<file path="config.mk">
export PLATFORM = sky130hd
export DESIGN_NAME = riscv_data_mem_bridge
export DESIGN_NICKNAME = d
export VERILOG_FILES = /design/src/rtl/riscv_data_mem_bridge.sv
export SDC_FILE = /design/constraint.sdc
export NUM_CORES = 1
export LEC_CHECK = 0
export ABC_AREA = 1
export ABC_CLOCK_PERIOD_IN_PS = 1500
export BUFFER_PORTS_ARGS = -buffer_cell sky130_fd_sc_hd__buf_4
export CAP_MARGIN = 20
export CORE_AREA = 2 2 74 76
export CTS_BUF_LIST = sky130_fd_sc_hd__clkbuf_2
export CTS_CLUSTER_SIZE = 24
export DETAILED_ROUTE_END_ITERATION = 8
export DIE_AREA = 0 0 76 78
export GPL_ROUTABILITY_DRIVEN = 0
export GPL_TIMING_DRIVEN = 0
export HOLD_SLACK_MARGIN = 0.03
export PLACE_DENSITY_LB_ADDON = 0.3
export SETUP_SLACK_MARGIN = 0.5
export SYNTH_ARGS = -nofsm -noshare
export SYNTH_HDL_FRONTEND = slang
export SYNTH_SLANG_ARGS = --single-unit
</file>
<file path="constraint.sdc">
create_clock -name clk -period 1.5 [get_ports clk]
set_input_delay 0.075 -clock clk [delete_from_list [all_inputs] [get_ports clk]]
set_output_delay 0.075 -clock clk [all_outputs]
set_load 0.02 [all_outputs]
</file>
<file path="src/rtl/riscv_data_mem_bridge.sv">
// LSU data-port slave onto a 1-cycle-latency single-port SRAM, with programmable grant wait states.
// Optional DMEM_RANGE_CHECK_EN flags and suppresses accesses outside the BASE_ADDR window.
module riscv_data_mem_bridge #(
  parameter int unsigned SRAM_AW     = 14,
  parameter logic [31:0] BASE_ADDR   = 32'h0010_0000,
  parameter int unsigned WAIT_STATES = 0
) (
  input  logic               clk,
  input  logic               rst_n,
  input  logic               data_req_i,
  output logic               data_gnt_o,
  output logic               data_rvalid_o,
  output logic               data_err_o,
  input  logic [31:0]        data_addr_i,
  input  logic               data_we_i,
  input  logic [3:0]         data_be_i,
  input  logic [31:0]        data_wdata_i,
  output logic [31:0]        data_rdata_o,
  output logic               sram_en_o,
  output logic               sram_we_o,
  output logic [3:0]         sram_be_o,
  output logic [SRAM_AW-1:0] sram_addr_o,
  output logic [31:0]        sram_wdata_o,
  input  logic [31:0]        sram_rdata_i
);

  localparam logic [3:0] WS = 4'(WAIT_STATES);

  typedef enum logic {S_IDLE, S_WAIT} state_e;

  state_e     state_q, state_d;
  logic [3:0] cnt_q, cnt_d;
  logic       rvalid_q, rvalid_d;
  logic       err_q, err_d;
  logic       we_q, we_d;
  logic       gnt, err;

  // Counter holds the number of req cycles seen so far; grant fires when it reaches WS.
  always_comb begin
    state_d = state_q;
    cnt_d   = cnt_q;
    gnt     = 1'b0;
    case (state_q)
      S_IDLE: begin
        if (data_req_i) begin
          if (WS == 4'd0) begin
            gnt = 1'b1;
          end else begin
            state_d = S_WAIT;
            cnt_d   = 4'd1;
          end
        end
      end
      S_WAIT: begin
        if (!data_req_i) begin
          state_d = S_IDLE;
          cnt_d   = 4'd0;
        end else if (cnt_q == WS) begin
          gnt     = 1'b1;
          state_d = S_IDLE;
          cnt_d   = 4'd0;
        end else begin
          cnt_d = cnt_q + 4'd1;
        end
      end
    endcase
  end

`ifdef DMEM_RANGE_CHECK_EN
  logic in_win;
  assign in_win = (data_addr_i[31:SRAM_AW+2] == BASE_ADDR[31:SRAM_AW+2]);
  assign err    = gnt & ~in_win;
`else
  assign err = 1'b0;
`endif

  // Byte-offset bits are never used; upper bits only matter with the range check.
  logic unused_addr;
  assign unused_addr = ^{data_addr_i[31:SRAM_AW+2], data_addr_i[1:0]};

  always_comb begin
    rvalid_d = gnt;
    err_d    = err;
    we_d     = gnt ? data_we_i : we_q;
  end

  always_ff @(posedge clk or negedge rst_n) begin
    if (!rst_n) begin
      state_q  <= S_IDLE;
      cnt_q    <= 4'd0;
      rvalid_q <= 1'b0;
      err_q    <= 1'b0;
      we_q     <= 1'b0;
    end else begin
      state_q  <= state_d;
      cnt_q    <= cnt_d;
      rvalid_q <= rvalid_d;
      err_q    <= err_d;
      we_q     <= we_d;
    end
  end

  assign data_gnt_o    = gnt;
  assign data_err_o    = err;
  assign data_rvalid_o = rvalid_q;
  assign data_rdata_o  = (rvalid_q & ~we_q & ~err_q) ? sram_rdata_i : 32'h0;

  assign sram_en_o    = gnt & ~err;
  assign sram_we_o    = data_we_i;
  assign sram_be_o    = data_be_i;
  assign sram_addr_o  = data_addr_i[SRAM_AW+1:2];
  assign sram_wdata_o = data_wdata_i;

endmodule

</file>
# Word-level counts from Yosys, hierarchy flattened
# Cells that the tools add are included.
# W data, S select, Z words.
[word_totals]
register_bits = 7
inputBits = 104
output_inout_bits = 87
wordCells = 20
[op_classes]
add_sub_neg = 1
n_mux = 11
n_bitwise = 3
reduce_logical = 1
[op_table]
columns = ["op", "n"]
rows = [
  ["$mux W32", 1],
  ["$mux W4", 3],
  ["$mux W1", 5],
  ["$add A4 B1 Y4 const B", 1],
  ["$logic_not A4 Y1", 1],
  ["$pmux W1 S2", 2],
  ["$not A1 Y1", 2],
  ["$and A1 B1 Y1", 1],
]

# Depth between registers and ports, before layout
[depth]
depth_word = 4
depth_mapped = 7
depth_no_buf = 7

# Worst setup path after synthesis
# OpenSTA, ideal clock, no wires.
[synth_path]
path_type = "reg-to-output"
start = "register cnt_q[0]"
end = "output port sram_en_o"
arrival_time_ns = 1.165
t_required_ns = 1.425
path_slack_ns = 0.260
stages_incl_launch_ff = 8
cell_sequence = "dfrtp_1 -> inv_1 -> ha_1 -> nand2_2 -> nand2_4 -> nand2_1 -> inv_1 -> buf_4"
[synth_via]
elab_chain_cells = 4
[synth_lines]
columns = ["element", "line_no", "text"]
rows = [
  ["start: declaration", "32", "logic [3:0] cnt_q, cnt_d;"],
  ["start signal: assignment", "96", "cnt_q <= cnt_d;"],
  ["$logic_not A4 Y1", "58", "end else if (cnt_q == WS) begin"],
  ["$mux W1", "58", ""],
  ["$mux W1", "55", "if (!data_req_i) begin"],
  ["$pmux W1 S2", "43", "case (state_q)"],
  ["end: declaration", "19", "output logic sram_en_o,"],
]
# No other way between the ends.

# Worst setup path after layout
[layout_path]
start = "register we_q"
end = "output port data_rdata_o[29]"
[layout_via]
elab_chain_cells = 3
[layout_lines]
columns = ["element", "line_no", "text"]
rows = [
  ["start: declaration", "35", "logic we_q, we_d;"],
  ["start signal: assignment", "99", "we_q <= we_d;"],
  ["$not A1 Y1", "106", "assign data_rdata_o = (rvalid_q & ~we_q & ~err_q) ? sram_rdata_i : 32'h0;"],
  ["$and A1 B1 Y1", "106", ""],
  ["$mux W32", "106", ""],
  ["end: declaration", "18", "output logic [31:0] data_rdata_o,"],
]
# No other way between the ends.

==> impl_metrics.py <==
metrics = {
    "worst_hold_path": {
        "hold_class": "input port to flop",
    },
    "grt": {
        "grt_pass1_vias": 1239,
        "antenna_found_initial": 0,
        "grt_max_degree": 8,
        "grt.overflow.total": 0,
        "grt_use_total_pct": 10.9,
        "grt_pass1_wl_mm": 5.53,
    },
    "finish": {
        "drive_gt1_share_pct": 81.0,
        "layout_commonest_cell": "buf_4",
        "syn_to_final_growth_pct": 174,
        "ff_latch_area_um2": 176,
        "final_net_count": 412,
        "fill_cells": 469,
        "multi_input_area_um2": 583,
        "final_cell_mix": "buf_4 (147), buf_6 (39), inv_1 (35)",
        "fin_area_um2": 2770,
        "n_antenna_cell": 0,
    },
    "sta": {
        "fin_crit_sh_pct": 91.6,
        "rsz0062_at_grt": "true",
        "fin_skew_ns": 0.00261,
        "max_freq_mhz": 728,
        "drv_slew": 0,
        "fin_tns_setup_ns": 0,
        "period_minus_slack_ns": 1.37,
        "setup_viol": 0,
        "hold_viol_final": 0,
    },
    "synthesis": {
        "syn_area_um2": 1010,
        "synth_top_family_by_area": "buffers and inverters",
        "ys_top_cells_by_area": "buf_4 (39%), dfrtp_1 (17%), inv_1 (14%), nor2_1 (12%), nand2_1 (4.1%)",
        "synth.area.mux_share_pct": 0,
        "yosys.area.top_type_share_pct": 39.4,
        "synthXorXnorAreaFrac_pct": 0.867,
        "synthAdderAreaFrac_pct": 2.48,
        "synthSimpleGateAreaFrac_pct": 22.1,
        "seq_area_frac_synth_pct": 17.3,
        "yosys_warnings": 0,
        "syn-mean-instance-area_um2": 6.27,
        "ys_types": 17,
        "syn_nets": 267,
        "synth-compound-area-share_pct": 1.49,
        "ys_ff_latch": 7,
        "synth_largest_area_cell": "buf_4",
        "syn_inst": 161,
    },
    "routing": {
        "wl_met3_um": 323,
        "wl_met1_mm": 1.23,
        "wl_per_cell_um": 9.97,
        "ant_nets": 0,
        "wl_met2_mm": 2.16,
        "drt-total-wl_mm": 3.74,
        "vias": 1357,
        "drc": 0,
        "drtIter0Drc": 9,
        "vias_per_cell": 3.62,
        "highest_layer": "met4",
        "dr.pass1.iters": 4,
    },
    "power_and_ir_drop": {
        "clkPwrFrac_pct": 10.5,
        "irDropWorstVdd_uv": 397,
        "p_leak_nw": 1.51,
        "comb_power_share_pct": 72.5,
        "p_seq_share_pct": 17.0,
        "internal-power_uw": 799,
        "switching_share_pct": 39.2,
        "p_sw_uw": 516,
        "p_per_area_nw_per_um2": 475,
    },
    "placement": {
        "dpl-instance-area_um2": 2270,
        "hpwl_mm": 2.88,
        "port_buffers": 121,
    },
    "floorplan": {
        "core_region_area_um2": 5040,
        "die_height_um": 78,
        "rows": 26,
        "die-area_um2": 5930,
        "die_w_um": 76,
        "io_pins": 191,
        "start_util_pct": 20.0,
    },
    "critical_path": {
        "critical_path_class": "flop to output pin",
        "cp_max_fo": 7,
        "cp-end-kind": "output pin",
        "critPathLaunchType": "flop",
        "cp.arrival_ns": 1.30,
        "required_ns": 1.42,
    },
    "clock_tree": {
        "root_buffer": "clkbuf_2",
        "cts_max_level": 1,
        "clk_latency_ns": 0.23,
        "clk_pin_slew_worst_paths_ns": 0.07,
        "clock-sinks": 7,
        "cts_buffer_depth": 2,
        "cts_tree": "done",
        "numCtsBuffers": 3,
    },
    "run": {
        "drv_cap": 0,
    },
    "status": {
        "status": "finished, final reports clean",
    },
}
==> stage by stage <==
step                hold WS [ns]  power (mW)  instances  util [%]  setup WS, ns
floorplan                 -0.221       0.686        161         -         0.399
global placement          -0.109       0.962        352      44.9         0.270
detailed placement        -0.110       0.972        352      44.9         0.237
CTS                       0.0894        1.25        368      51.8         0.115
global route              0.0747        1.39        375      55.0        0.0438
finish                    0.0925        1.32        375      55.0         0.126
==> final timing paths <==
path	from	depth (start not counted)	to	slack [ns]
worst min register to register	cnt_q[3]$_DFFE_PN0P_	2	cnt_q[3]$_DFFE_PN0P_	0.55
worst max-delay path	we_q$_DFFE_PN0P_	6	data_rdata_o[29]	0.13
min in group asynchronous	rst_n	2	cnt_q[2]$_DFFE_PN0P_	0.18
max in group asynchronous	rst_n	2	data_rvalid_o$_DFF_PN0_	1.19
worst min-delay path	data_we_i	3	we_q$_DFFE_PN0P_	0.09
worst max register to register	cnt_q[0]$_DFFE_PN0P_	6	cnt_q[2]$_DFFE_PN0P_	0.27
==> registers in the layout, summed over array words and instances (netlist names) <==
name           flops
cnt_q              4
data_rvalid_o      1
state_q            1
we_q               1
==> metal layers <==
layer | vias to the layer above | global-route usage, %
li1 | 690 | -
met1 | 588 | 12.4
met2 | 74 | 21.0
met3 | 5 | 3.02
met4 | 0 | 1.09
met5 | - | 0
==> synth_stat cells, drive strengths merged <==
| cell | count |
|---|---|
| conb | 1 |
| nand3 | 4 |
| dfrtp | 7 |
| nand2 | 13 |
| nor2 | 34 |
| nand4 | 1 |
| buf | 56 |
| o21ai | 3 |
| ha | 2 |
| inv | 39 |
| xnor2 | 1 |
==> cell families (layout without fill, tap and decap cells) <==
kind of cell,count (synthesis),in the layout
buffers and inverters,95,239
XOR/XNOR,1,1
flip-flops,7,7
adder cells (fa/ha/maj),2,2
AND/OR/NAND/NOR,52,52
AO/OA/AOI/OAI,3,3
other,1,1
==> critical path: stages, from the launching register on <==
cell and delay [ns]:
dfrtp_1 0.39, inv_2 0.10, nand2_8 0.10, buf_12 0.14
buf_16 0.13, nor2_4 0.10, buf_6 0.12
==> final cells by class <==
class	instances	area share, %
Sequential cell	7	6.37
Tap cell	70	3.16
Multi-Input combinational cell	59	21.0
Timing Repair Buffer	140	46.7
Inverter	39	5.37
Buffer	56	16.7
Clock buffer	4	0.722
==> power groups by stage <==
stage / Sequential [mW] / Combinational, mW / Clock, mW
after CTS: 0.222 / 0.887 / 0.140
after global routing: 0.225 / 1.01 / 0.156
final: 0.224 / 0.954 / 0.138
after floorplan: 0.226 / 0.460 / 0
after global placement: 0.228 / 0.734 / 0
after detailed placement: 0.228 / 0.744 / 0
==> repair_timing <==
action | 4_1_cts | 5_1_grt
setup buffers | 8 | 7
gates cloned | 3 | 0
gates resized for setup | 42 | 22
endpoints found under the hold margin | 7 | 0
hold buffers | 1 | 0
endpoints found under the setup margin | 41 | 41
pin swaps | 4 | 6
Power figures use the tool's default switching activity.
